## src/rtl/debug_hub.sv

```systemverilog
// Board debug front-end: debounced buttons, addressable switch-capture channels with pending
// flags, CPU read port, debug register stepping and an 8-digit multiplexed hex display.
module debug_hub #(
  parameter int unsigned InW        = 16,
  parameter int unsigned NumCh      = 4,
  parameter logic [15:0] BaseAddr   = 16'h0000,
  parameter int unsigned Debounce   = 4,
  parameter bit          Wrap       = 1'b1,
  parameter logic [4:0]  RstDbgAddr = 5'd1,
  parameter int unsigned ScanDiv    = 16
) (
  input  logic             clk_i,
  input  logic             rst_ni,
  input  logic [InW-1:0]   sw_data_i,
  input  logic             wr_btn_i,
  input  logic [3:0]       ch_sel_i,
  input  logic             up_btn_i,
  input  logic             down_btn_i,
  input  logic [15:0]      cpu_rd_addr_i,
  input  logic             cpu_rd_en_i,
  output logic [31:0]      cpu_rd_data_o,
  output logic [NumCh-1:0] pending_o,
  output logic [4:0]       dbg_addr_o,
  input  logic [31:0]      dbg_data_i,
  output logic [7:0]       an_o,
  output logic [3:0]       digit_hex_o
);

  localparam int unsigned CntW  = $clog2(Debounce + 1);
  localparam int unsigned IdxW  = (NumCh > 1) ? $clog2(NumCh) : 1;
  localparam int unsigned ScanW = $clog2(ScanDiv);

  // Button conditioners: bit 0 = write, bit 1 = up, bit 2 = down.
  logic [2:0]           btn_raw;
  logic [2:0]           sync1_q, sync2_q, level_q, level_d, prev_q, pulse_q;
  logic [2:0][CntW-1:0] cnt_q, cnt_d;

  assign btn_raw = {down_btn_i, up_btn_i, wr_btn_i};

  always_comb begin
    cnt_d   = cnt_q;
    level_d = level_q;
    for (int i = 0; i < 3; i++) begin
      if (sync2_q[i] == level_q[i]) begin
        cnt_d[i] = '0;
      end else if (cnt_q[i] == CntW'(Debounce - 1)) begin
        cnt_d[i]   = '0;
        level_d[i] = ~level_q[i];
      end else begin
        cnt_d[i] = cnt_q[i] + 1'b1;
      end
    end
  end

  always_ff @(posedge clk_i or negedge rst_ni) begin
    if (!rst_ni) begin
      sync1_q <= '0;
      sync2_q <= '0;
      cnt_q   <= '0;
      level_q <= '0;
      prev_q  <= '0;
      pulse_q <= '0;
    end else begin
      sync1_q <= btn_raw;
      sync2_q <= sync1_q;
      cnt_q   <= cnt_d;
      level_q <= level_d;
      prev_q  <= level_q;
      pulse_q <= level_q & ~prev_q;
    end
  end

  logic wr_pulse, up_pulse, down_pulse;
  assign wr_pulse   = pulse_q[0];
  assign up_pulse   = pulse_q[1];
  assign down_pulse = pulse_q[2];

  // Channels, pending flags and CPU read port.
  logic [NumCh-1:0][31:0] chan_q, chan_d;
  logic [NumCh-1:0]       pend_q, pend_d;
  logic [31:0]            rd_data_q, rd_data_d;
  logic [15:0]            rd_off;
  logic                   rd_hit;
  logic [IdxW-1:0]        rd_idx, wr_idx;

  assign rd_off = cpu_rd_addr_i - BaseAddr;
  assign rd_hit = (cpu_rd_addr_i >= BaseAddr) && (32'(rd_off) < NumCh);
  assign rd_idx = rd_off[IdxW-1:0];
  assign wr_idx = IdxW'(ch_sel_i);

  always_comb begin
    chan_d    = chan_q;
    pend_d    = pend_q;
    rd_data_d = rd_data_q;
    if (cpu_rd_en_i) begin
      if (rd_hit) begin
        rd_data_d      = chan_q[rd_idx];
        pend_d[rd_idx] = 1'b0;
      end else begin
        rd_data_d = '0;
      end
    end
    // Applied after the read so a same-cycle write leaves the flag set.
    if (wr_pulse && (32'(ch_sel_i) < NumCh)) begin
      chan_d[wr_idx] = 32'(sw_data_i);
      pend_d[wr_idx] = 1'b1;
    end
  end

  // Debug address stepping.
  logic [4:0] dbg_q, dbg_d;

  always_comb begin
    dbg_d = dbg_q;
    if (up_pulse && !down_pulse) begin
      dbg_d = (dbg_q == 5'd31) ? (Wrap ? 5'd0 : 5'd31) : dbg_q + 5'd1;
    end else if (down_pulse && !up_pulse) begin
      dbg_d = (dbg_q == 5'd0) ? (Wrap ? 5'd31 : 5'd0) : dbg_q - 5'd1;
    end
  end

  // Display scan; snapshot reloads only when entering digit 0 so a frame never tears.
  logic [ScanW-1:0] scan_q, scan_d;
  logic [2:0]       digit_q, digit_d;
  logic [31:0]      snap_q, snap_d;
  logic [7:0]       an_q, an_d;
  logic [3:0]       hex_q, hex_d;

  always_comb begin
    scan_d  = scan_q + 1'b1;
    digit_d = digit_q;
    snap_d  = snap_q;
    an_d    = an_q;
    hex_d   = hex_q;
    if (scan_q == ScanW'(ScanDiv - 1)) begin
      scan_d  = '0;
      digit_d = digit_q + 3'd1;
      if (digit_d == 3'd0) begin
        snap_d = dbg_data_i;
      end
      an_d  = ~(8'd1 << digit_d);
      hex_d = snap_d[{digit_d, 2'b00} +: 4];
    end
  end

  always_ff @(posedge clk_i or negedge rst_ni) begin
    if (!rst_ni) begin
      chan_q    <= '0;
      pend_q    <= '0;
      rd_data_q <= '0;
      dbg_q     <= RstDbgAddr;
      scan_q    <= '0;
      digit_q   <= '0;
      snap_q    <= '0;
      an_q      <= 8'hFE;
      hex_q     <= '0;
    end else begin
      chan_q    <= chan_d;
      pend_q    <= pend_d;
      rd_data_q <= rd_data_d;
      dbg_q     <= dbg_d;
      scan_q    <= scan_d;
      digit_q   <= digit_d;
      snap_q    <= snap_d;
      an_q      <= an_d;
      hex_q     <= hex_d;
    end
  end

  assign cpu_rd_data_o = rd_data_q;
  assign pending_o     = pend_q;
  assign dbg_addr_o    = dbg_q;
  assign an_o          = an_q;
  assign digit_hex_o   = hex_q;

endmodule
```

## config.mk

```make
export PLATFORM = sky130hd
export DESIGN_NAME = debug_hub
export DESIGN_NICKNAME = d
export VERILOG_FILES = /design/src/rtl/debug_hub.sv
export SDC_FILE = /design/constraint.sdc
export NUM_CORES = 1
export LEC_CHECK = 0
export ABC_AREA = 1
export ABC_CLOCK_PERIOD_IN_PS = 1900
export BUFFER_PORTS_ARGS = -buffer_cell sky130_fd_sc_hd__buf_2
export CAP_MARGIN = 20
export CORE_MARGIN = 10
export CORE_UTILIZATION = 50
export DETAILED_ROUTE_END_ITERATION = 16
export HOLD_SLACK_MARGIN = 0.05
export PLACE_DENSITY = 0.75
export REMOVE_ABC_BUFFERS = 1
export SLEW_MARGIN = 5
export SYNTH_ARGS = -nofsm -noshare
export SYNTH_HDL_FRONTEND = slang
export SYNTH_SLANG_ARGS = --single-unit
```

## constraint.sdc

```tcl
create_clock -name clk_i -period 1.9 [get_ports clk_i]
set_clock_uncertainty 0.05 [all_clocks]
set_input_delay 0.19 -clock clk_i [delete_from_list [all_inputs] [get_ports clk_i]]
set_output_delay 0.19 -clock clk_i [all_outputs]
set_load 0.01 [all_outputs]
```

==> out/results.tsv, run 1 <==
stage	metric	value	unit
outcome	status	completed	
pwr	Net Sw Frac	30.1	%
critical_path	r2r worst-path depth	8	
finish	Final Non-Filler Cells	1260	
detailed_routing	routed via count	6518	
detailed_routing	vias per cell	5.17	
finish	Layout area overhead	24.2	%
logic_synthesis	Syn Std Cell Area	7630	µm²
timing	final hold violation count	0	
clock_tree	CTS buffer count	17	
timing	Max Clock Freq	0.580	GHz
logic_synthesis	synthesized area per cell	8.46	µm²
critical_path	Buf+Inv Stages, Crit Path	3	
critical_path	crit end category	register	
place	RD Place Congestion	0.872	
pwr	total power	0.0103	W
critical_path	Worst EP required	2.22	ns
timing	setup TNS	0	ns
critical_path	Worst path slowest cell	dfrtp_1	
grt	number of antenna violations at the first check in global routing	1	
clock_tree	clk slew on worst S/H paths	0.07	ns
critical_path	crit-path leading delay family	buffers and inverters	
grt	first-pass GRT wire length	31.8	mm
detailed_routing	1st-pass router iterations	5	
detailed_routing	Antenna Nets Post-Route	0	
finish	fin util	62.8	%
finish	fraction of layout cells with a size suffix above 1	17.8	%
pwr	Clock power frac	33.8	%
timing	unrepaired setup endpoints after global routing	false	
critical_path	cells along the critical path	buf_4, inv_2, ha_1, inv_1, nand3_1, nand2_1, nand2_1, nand3_1	
critical_path	Critical Path AT	2.04	ns
pwr	pwr dens	1090	nW/µm²
floorplan	Chip Width	144	µm
floorplan	FP Rows	45	
floorplan	chip height	144	µm
clock_tree	CTS Buffer Depth	2	
detailed_routing	DR WL/cell	14.9	µm
flow_run	Max Cap Viol	0	
timing	Period Utilization, post-route	90.7	%
timing	Setup-failing EPs final	0	
detailed_routing	Detailed Route Iter0 Violations	424	
floorplan	DIE AREA	20600	µm²
logic_synthesis	Area contributors post-synth	dfrtp_1, nand2_1, nand3_1, o21ai_0, inv_1	
timing	Slew Viols, Final	0	
place	number of buffers added on ports	110	
floorplan	io pins	127	
detailed_routing	Post-route DRC	0	
grt	GRT Total Usage	19.0	%
logic_synthesis	post-synth top area share	51.2	%
pwr	LEAKAGE	4.64	nW
critical_path	Crit Path Category	reg2reg	
critical_path	delay of the slowest critical-path stage	0.39	ns
clock_tree	clk root buf	clkbuf_16	
floorplan	Core Area	15100	µm²
clock_tree	worst skew pair latency	0.43	ns
finish	Nets	1145	
floorplan	Initial Utilization	50.5	%
grt	vias in the first global route	6552	
timing	worst rel slew slack	63.3	%
grt	pin count of the biggest net entering global routing	52	
place	Inst Count DP	1175	
clock_tree	Num Clock Sinks	164	
logic_synthesis	register area share after synthesis	53.9	%
critical_path	CP max FO	19	
critical_path	crit path launch type	register	
pwr	maximum vdd drop	630	µV
pwr	Flop pwr share	46.2	%
logic_synthesis	Yosys warning count	0	
grt	gr ovfl total	0	
timing	Final min period	1.72	ns
place	HPWL Detailed	12.2	mm
hold_path	Min-Delay Path Class	in2async	
pwr	Logic pwr share	20.0	%
critical_path	critical path depth	8	
timing	worst slew pin tran	0.549	ns
clock_tree	CTS tree	built	
clock_tree	H-tree depth	4	
logic_synthesis	Synth area leader	dfrtp_1	
pwr	P_int	0.00718	W
pwr	Psw	0.00310	W
detailed_routing	Routed WL	18.8	mm
logic_synthesis	Yosys reg bits	164	
logic_synthesis	Post-Syn Instances	901	
logic_synthesis	Cell variety after synth	36	
==> registers in the layout, indices dropped and copies added (netlist names) <==
signal and flops:
snap_q 32, chan_q 64, digit_q 3, sync1_q 3, level_q 3, digit_hex_o 4
cpu_rd_data_o 16, pending_o 4, dbg_addr_o 5, pulse_q 3, cnt_q 9, an_o 8
sync2_q 3, scan_q 4, prev_q 3
==> placed cells by master, fill, tap and decap left out, types with 3 or more instances in the layout <==
master           n
xnor2_1          3
o22ai_1         16
buf_4           19
inv_1           57
nor3_1           3
dlygate4sd3_1   52
inv_2            3
xor2_1           4
clkbuf_16       17
a21oi_1         38
conb_1          16
dfstp_2          8
ha_1            11
nor2_2           3
buf_2          109
nor4_1           3
nor3b_1          5
nand2_1        304
dfrtp_1        156
nand3_1         91
clkinv_4         6
nor2_1          30
buf_12           5
o21ai_1          7
a2bb2oi_1        5
o21ai_0         72
inv_6            3
==> cell type report <==
class	instances	area (µm²)
antenna	1	2.50
clock inverter	15	174
timing repair buffer	186	1320
multi-input combinational	627	2970
fill	1306	5620
sequential	164	4110
inverter	62	233
tap	188	235
clock buffer	17	425
==> per-layer routing <==
layer,track usage (%),wire length (µm)
met3,5.78,1520
met5,0,0
met1,23.6,8240
met4,5.96,180
met2,31.2,8860
==> cell usage after synthesis, drive strengths merged <==
master / instances
o221ai: 1
nand4: 1
nor2: 34
o211ai: 1
nand3: 94
o21a: 1
a31oi: 1
nand2: 306
a2bb2oi: 5
or2: 2
nor3: 3
ha: 13
conb: 1
xnor2: 3
inv: 60
dfstp: 8
clkinv: 2
o22ai: 16
a21oi: 38
nor3b: 6
dfrtp: 156
buf: 45
clkbuf: 18
o21ai: 79
nor4: 3
xor2: 4
==> kinds of logic (layout without fill, tap and decap cells) <==
kind of cell	count (synthesis)	in the layout	share of synthesized area (%)
buffers and inverters	125	280	8.14
DFF	164	164	53.9
xor gates and xnor gates	7	7	0.804
AOI/OAI and AO/OA	142	142	9.96
and+or+nand+nor	449	449	25.0
adders and majority gates	13	13	2.13
other	1	17	0.0492
==> power groups by stage <==
stage | Clock (W) | Combinational, W | Sequential (W)
2_1_floorplan | 0 | 0.00129 | 0.00475
3_3_place_gp | 0 | 0.00187 | 0.00476
3_5_place_dp | 0 | 0.00194 | 0.00479
4_1_cts | 0.00353 | 0.00205 | 0.00474
5_1_grt | 0.00370 | 0.00241 | 0.00485
6_report | 0.00348 | 0.00205 | 0.00475
==> per-stage QoR <==
step | area (µm²) | hold slack [ns] | setup slack, ns
floorplan | 7290 | -0.156 | -0.895
global placement | 8330 | 0.0701 | 0.229
detailed placement | 8330 | 0.0685 | 0.193
CTS | 9450 | 0.168 | 0.182
global route | 9470 | 0.190 | 0.00386
finish | 9470 | 0.179 | 0.177
==> what timing repair did <==
item | in CTS | in global routing
hold endpoints to repair | 248 | 0
setup buffers | 0 | 0
hold buffers | 52 | 0
setup endpoints to repair | 0 | 1
gates resized for setup | 0 | 4
==> final timing paths <==
kind / startpoint / to / slack, ns
max: digit_q[0] / digit_hex_o[3] / 0.18
min: rst_ni / dbg_addr_o[3] / 0.18
max reg2reg: digit_q[0] / digit_hex_o[3] / 0.18
min reg2reg: sync1_q[2] / sync2_q[2] / 0.30
max in group asynchronous: rst_ni / cnt_q[1] / 0.97
min in group clk_i: cpu_rd_en_i / cpu_rd_data_o[8] / 0.18
Power figures use the tool's default switching activity.
==> run 2, diff against run 1 <==
- CORE_UTILIZATION: 50 -> 51
- PLACE_DENSITY: 0.75 -> 0.76
==> run 2 against run 1 <==
  * First-iteration DRC count rose by 53%
  * Worst hold slack got worse by 0.12 ns
  * Register-to-register slack got worse by 0.08 ns
  * Sequential power barely moved
  * Via count rose by 0.69%
  * Sequential share of layout area barely moved
  * Setup slack got worse by 0.075 ns
  * Critical path type unchanged
  * Critical endpoint unchanged
==> out/results.tsv, run 2 (same netlist as run 1, synthesis figures left out) <==
stage	metric	value	unit
finish	Top reg by flops	chan_q	
detailed_routing	Routed WL	19.1	mm
floorplan	Core Area	14600	µm²
timing	Final min period	1.80	ns
floorplan	DIE AREA	20200	µm²
detailed_routing	routed via count	6563	
clock_tree	Num Clock Sinks	164	
clock_tree	worst skew pair latency	0.43	ns
clock_tree	clk slew on worst S/H paths	0.07	ns
place	HPWL Detailed	12.2	mm
critical_path	crit end category	register	
hold_path	Min-Delay Path Class	in2reg	
detailed_routing	vias per cell	5.22	
finish	Nets	1148	
pwr	pwr dens	1100	nW/µm²
floorplan	FP Rows	44	
finish	fraction of layout cells with a size suffix above 1	18.1	%
outcome	status	completed	
place	RD Place Congestion	0.893	
timing	worst rel slew slack	61.8	%
flow_run	Max Cap Viol	0	
place	number of buffers added on ports	110	
detailed_routing	Detailed Route Iter0 Violations	647	
grt	vias in the first global route	6538	
finish	Layout area overhead	24.1	%
timing	Slew Viols, Final	0	
grt	gr ovfl total	0	
timing	Max Clock Freq	0.556	GHz
detailed_routing	Antenna Nets Post-Route	0	
pwr	maximum vdd drop	643	µV
finish	most frequent cells in the layout	nand2_1, dfrtp_1, buf_2	
grt	GRT Total Usage	19.1	%
timing	final hold violation count	0	
timing	unrepaired setup endpoints after global routing	false	
timing	Setup-failing EPs final	0	
timing	Period Utilization, post-route	94.7	%
floorplan	chip height	142	µm
critical_path	Worst EP required	2.16	ns
clock_tree	CTS Buffer Depth	2	
critical_path	Crit Path Category	reg2reg	
clock_tree	CTS buffer count	17	
floorplan	io pins	127	
detailed_routing	DR WL/cell	15.2	µm
place	Inst Count DP	1176	
detailed_routing	1st-pass router iterations	6	
grt	first-pass GRT wire length	32.1	mm
grt	number of antenna violations at the first check in global routing	0	
floorplan	Initial Utilization	52.3	%
clock_tree	CTS tree	built	
timing	worst slew pin tran	0.572	ns
finish	commonest non-fill, non-tap cell in the layout	nand2_1	
detailed_routing	Post-route DRC	0	
finish	Final Non-Filler Cells	1258	
place	dpl cell area	8340	µm²
critical_path	crit path launch type	register	
finish	post-route cell area	9470	µm²
finish	max reg flops	64	
clock_tree	H-tree depth	4	
clock_tree	clk root buf	clkbuf_16	
pwr	LEAKAGE	4.66	nW
critical_path	CP max FO	15	
grt	pin count of the biggest net entering global routing	61	
floorplan	Chip Width	142	µm
finish	diode count	0	
critical_path	Critical Path AT	2.06	ns
## run 2: changes by cell type in the layout (fill, tap and decap cells not counted), moves of 2 or more
cell / delta
buf_12: -2
buf_4: +8
clkinv_2: +2
clkinv_4: -5
dlygate4sd3_1: -3
## run 2: layout make-up
type	count	area, µm²
clock inverter	13	173
multi-input combinational	627	2960
sequential	164	4110
tap	184	230
clock buffer	19	443
timing repair buffer	189	1310
fill	1169	5120
inverter	62	235
## run 2: power by group
| part | internal (W) | switching, W | total [W] |
|---|---|---|---|
| Sequential | 0.00431 | 0.000429 | 0.00474 |
| Clock | 0.00213 | 0.00146 | 0.00359 |
| Combinational | 0.000909 | 0.00119 | 0.00210 |
## run 2: final timing paths
path,start,to,slack [ns],cells past startpoint
max,digit_q[0],digit_hex_o[3],0.10,9
min reg2reg,sync1_q[2],sync2_q[2],0.30,0
min in group asynchronous,rst_ni,cpu_rd_data_o[12],0.25,2
min,sw_data_i[3],chan_q[99],0.06,3
max in group asynchronous,rst_ni,an_o[7],0.86,3
max reg2reg,digit_q[0],digit_hex_o[3],0.10,9
## run 2: routing by layer
layer,up-vias,wire length [µm],global-route usage [%]
li1,3208,-,-
met1,3066,7900,24.0
met2,258,9370,31.5
met3,31,1560,5.54
met4,0,235,5.54
met5,-,0,0
## run 2: repair_timing
item,4_1_cts,5_1_grt
hold endpoints to repair,129,0
buffers inserted,0,1
resized for setup,0,4
hold buffers,49,0
endpoints found under the setup margin,0,6
## run 2: critical path, stage by stage, from the launching register on
cell	delay, ns
dfrtp_1	0.44
ha_1	0.37
nand3_4	0.15
buf_4	0.22
nand2_1	0.08
nand3_1	0.08
nand3_1	0.09
nand2_1	0.07
nand2_1	0.06
nand3_1	0.07
## run 2: stage by stage
step	setup WS [ns]	power, W	hold WS (ns)	setup TNS, ns	util [%]
after detailed placement	0.163	0.00675	0.153	0	57.1
after CTS	0.116	0.0105	0.0523	0	64.7
final	0.102	0.0104	0.0604	0	64.9
after floorplan	-0.895	0.00604	-0.156	-31.46	-
after global placement	0.190	0.00664	0.155	0	57.1
after global routing	0.000384	0.0111	0.0591	0	64.9
==> run 3, diff against run 2 <==
- CTS_CLUSTER_SIZE: not set -> 40
- HOLD_SLACK_MARGIN: 0.05 -> 0.08
- PLACE_DENSITY: 0.76 -> not set
- PLACE_DENSITY_LB_ADDON: not set -> 0.15
==> run 3 against run 2 <==
  * Global-route usage fell by 0.29 points
  * Via count shrank 1.9%
  * Setup slack better by 0.10 ns
  * Sequential power about the same
  * Fmax increased by 6.1%
  * Core utilization up 0.11 points
  * Sequential cell count stayed put
  * Register-to-register slack gained 0.10 ns
  * Cell count unchanged
  * Critical endpoint is now dbg_addr_o[3]
  * Die area stayed put
  * Sequential share of layout area is 0.075 points lower
  * Critical path depth rose by 2
==> out/results.tsv, run 3 (same netlist as run 1, synthesis figures left out) <==
stage	metric	value	unit
outcome	status	completed	
grt	pin count of the biggest net entering global routing	47	
floorplan	Initial Utilization	52.3	%
timing	Period Utilization, post-route	89.2	%
clock_tree	CTS Buffer Depth	2	
critical_path	CP max FO	5	
pwr	Psw	0.00295	W
place	Inst Count DP	1173	
finish	diode count	0	
critical_path	cells along the critical path	ha_1, nand2_1, nor2_1, ha_1, nor2_1, inv_1, a21oi_1, o21ai_0, nand3_1, o21ai_0, inv_1	
place	number of buffers added on ports	110	
finish	most frequent cells in the layout	nand2_1, dfrtp_1, buf_2	
floorplan	Chip Width	142	µm
grt	gr ovfl total	0	
place	post-place setup slack	0.124	ns
floorplan	DIE AREA	20200	µm²
clock_tree	Num Clock Sinks	164	
detailed_routing	Post-route DRC	0	
clock_tree	CTS tree	built	
clock_tree	CTS buffer count	17	
floorplan	chip height	142	µm
hold_path	Min-Delay Path Class	in2reg	
grt	GRT Total Usage	18.9	%
clock_tree	clk root buf	clkbuf_16	
finish	max reg flops	64	
hold_path	Hold Startpoint	cpu_rd_en_i	
timing	Final Hold Slack	0.189	ns
timing	worst setup margin	0.205	ns
critical_path	crit end category	register	
critical_path	Worst path slowest cell	dfstp_2	
critical_path	Critical Path AT	1.96	ns
pwr	pwr dens	1090	nW/µm²
floorplan	io pins	127	
pwr	P_int	0.00735	W
finish	fraction of layout cells with a size suffix above 1	17.5	%
critical_path	Reg-to-Reg Start	dbg_addr_o[0]	
timing	setup TNS	0	ns
finish	Nets	1148	
critical_path	Crit Path Category	reg2reg	
critical_path	delay of the slowest critical-path stage	0.56	ns
pwr	total power	0.0103	W
grt	number of antenna violations at the first check in global routing	0	
grt	vias in the first global route	6439	
finish	Final Non-Filler Cells	1258	
pwr	Flop pwr share	45.9	%
detailed_routing	Detailed Route Iter0 Violations	546	
clock_tree	worst skew pair latency	0.42	ns
timing	unrepaired setup endpoints after global routing	false	
timing	Setup-failing EPs final	0	
flow_run	Max Cap Viol	0	
finish	commonest non-fill, non-tap cell in the layout	nand2_1	
critical_path	crit path from	dbg_addr_o[0]	
grt	first-pass GRT wire length	31.6	mm
finish	Layout area overhead	24.3	%
critical_path	r2r worst-path depth	11	
pwr	Clock power frac	34.4	%
critical_path	Worst EP required	2.16	ns
place	HPWL Detailed	12.0	mm
timing	Max Clock Freq	0.590	GHz
detailed_routing	routed via count	6438	
timing	Slew Viols, Final	0	
hold_path	Hold Path Stages	3	
pwr	Net Sw Frac	28.6	%
detailed_routing	Antenna Nets Post-Route	0	
floorplan	Core Area	14600	µm²
floorplan	FP Rows	44	
detailed_routing	1st-pass router iterations	6	
timing	Final min period	1.70	ns
pwr	LEAKAGE	4.65	nW
clock_tree	clk slew on worst S/H paths	0.06	ns
detailed_routing	Routed WL	18.6	mm
detailed_routing	DR WL/cell	14.8	µm
pwr	maximum vdd drop	642	µV
clock_tree	H-tree depth	4	
timing	final hold violation count	0	
critical_path	crit path launch type	register	
finish	Top reg by flops	chan_q	
place	RD Place Congestion	0.797	
pwr	Logic pwr share	19.7	%
detailed_routing	vias per cell	5.12	
run 3: changes by cell type in the layout (fill, tap and decap cells not counted), sizes merged:
| cell | before | now |
|---|---|---|
| buf | 140 | 137 |
| clkbuf | 19 | 22 |
| clkinv | 6 | 4 |
| clkinvlp | 1 | 3 |
| dlygate4sd3 | 49 | 52 |
| inv | 65 | 62 |
run 3: through the flow:
step / area [µm²] / utilization (%)
floorplan: 7290 / -
global placement: 8340 / 57.2
detailed placement: 8340 / 57.2
CTS: 9470 / 64.9
global route: 9480 / 65.0
finish: 9480 / 65.0
run 3: critical path: cells and delay by family, from the launching register on:
kind | cells | cell delay [ns]
AOI/OAI and AO/OA | 3 | 0.18
adders and majority gates | 2 | 0.37
buffers and inverters | 2 | 0.12
DFF | 1 | 0.56
and+or+nand+nor | 4 | 0.30
run 3: final timing paths:
check | endpoint | slack (ns)
worst max register to register | dbg_addr_o[3] | 0.20
min in group asynchronous | dbg_addr_o[1] | 0.22
max in group asynchronous | chan_q[33] | 0.85
worst min register to register | sync2_q[1] | 0.29
worst max-delay path | dbg_addr_o[3] | 0.20
worst min-delay path | cpu_rd_data_o[9] | 0.19
run 3: routing by layer:
metal  global-route usage (%)  vias to the layer above  routed length, µm
li1                         -                     3206                  -
met5                        0                        -                  0
met3                     5.67                       15               1370
met2                     30.7                      203               9110
met4                     5.65                        0                146
met1                     23.6                     3014               7990
run 3: area by class of cell:
cell class | count | area, µm²
inverter | 62 | 235
fill | 1262 | 5110
tap | 184 | 230
multi-input combinational | 627 | 2950
clock buffer | 22 | 464
sequential | 164 | 4110
clock inverter | 10 | 148
timing repair buffer | 189 | 1340
run 3: timing repair:
| action | CTS | global route |
|---|---|---|
| hold buffers | 52 | 0 |
| endpoints found under the hold margin | 210 | 0 |
| setup endpoints to repair | 0 | 33 |
| setup buffers | 0 | 1 |
| resized for setup | 0 | 2 |
run 3: power by group through the flow:
| stage | clock network, W | logic (W) | registers, W |
|---|---|---|---|
| 3_3_place_gp | 0 | 0.00188 | 0.00476 |
| 3_5_place_dp | 0 | 0.00195 | 0.00479 |
| 5_1_grt | 0.00376 | 0.00239 | 0.00484 |
| 2_1_floorplan | 0 | 0.00129 | 0.00475 |
| 6_report | 0.00354 | 0.00203 | 0.00473 |
| 4_1_cts | 0.00362 | 0.00205 | 0.00473 |
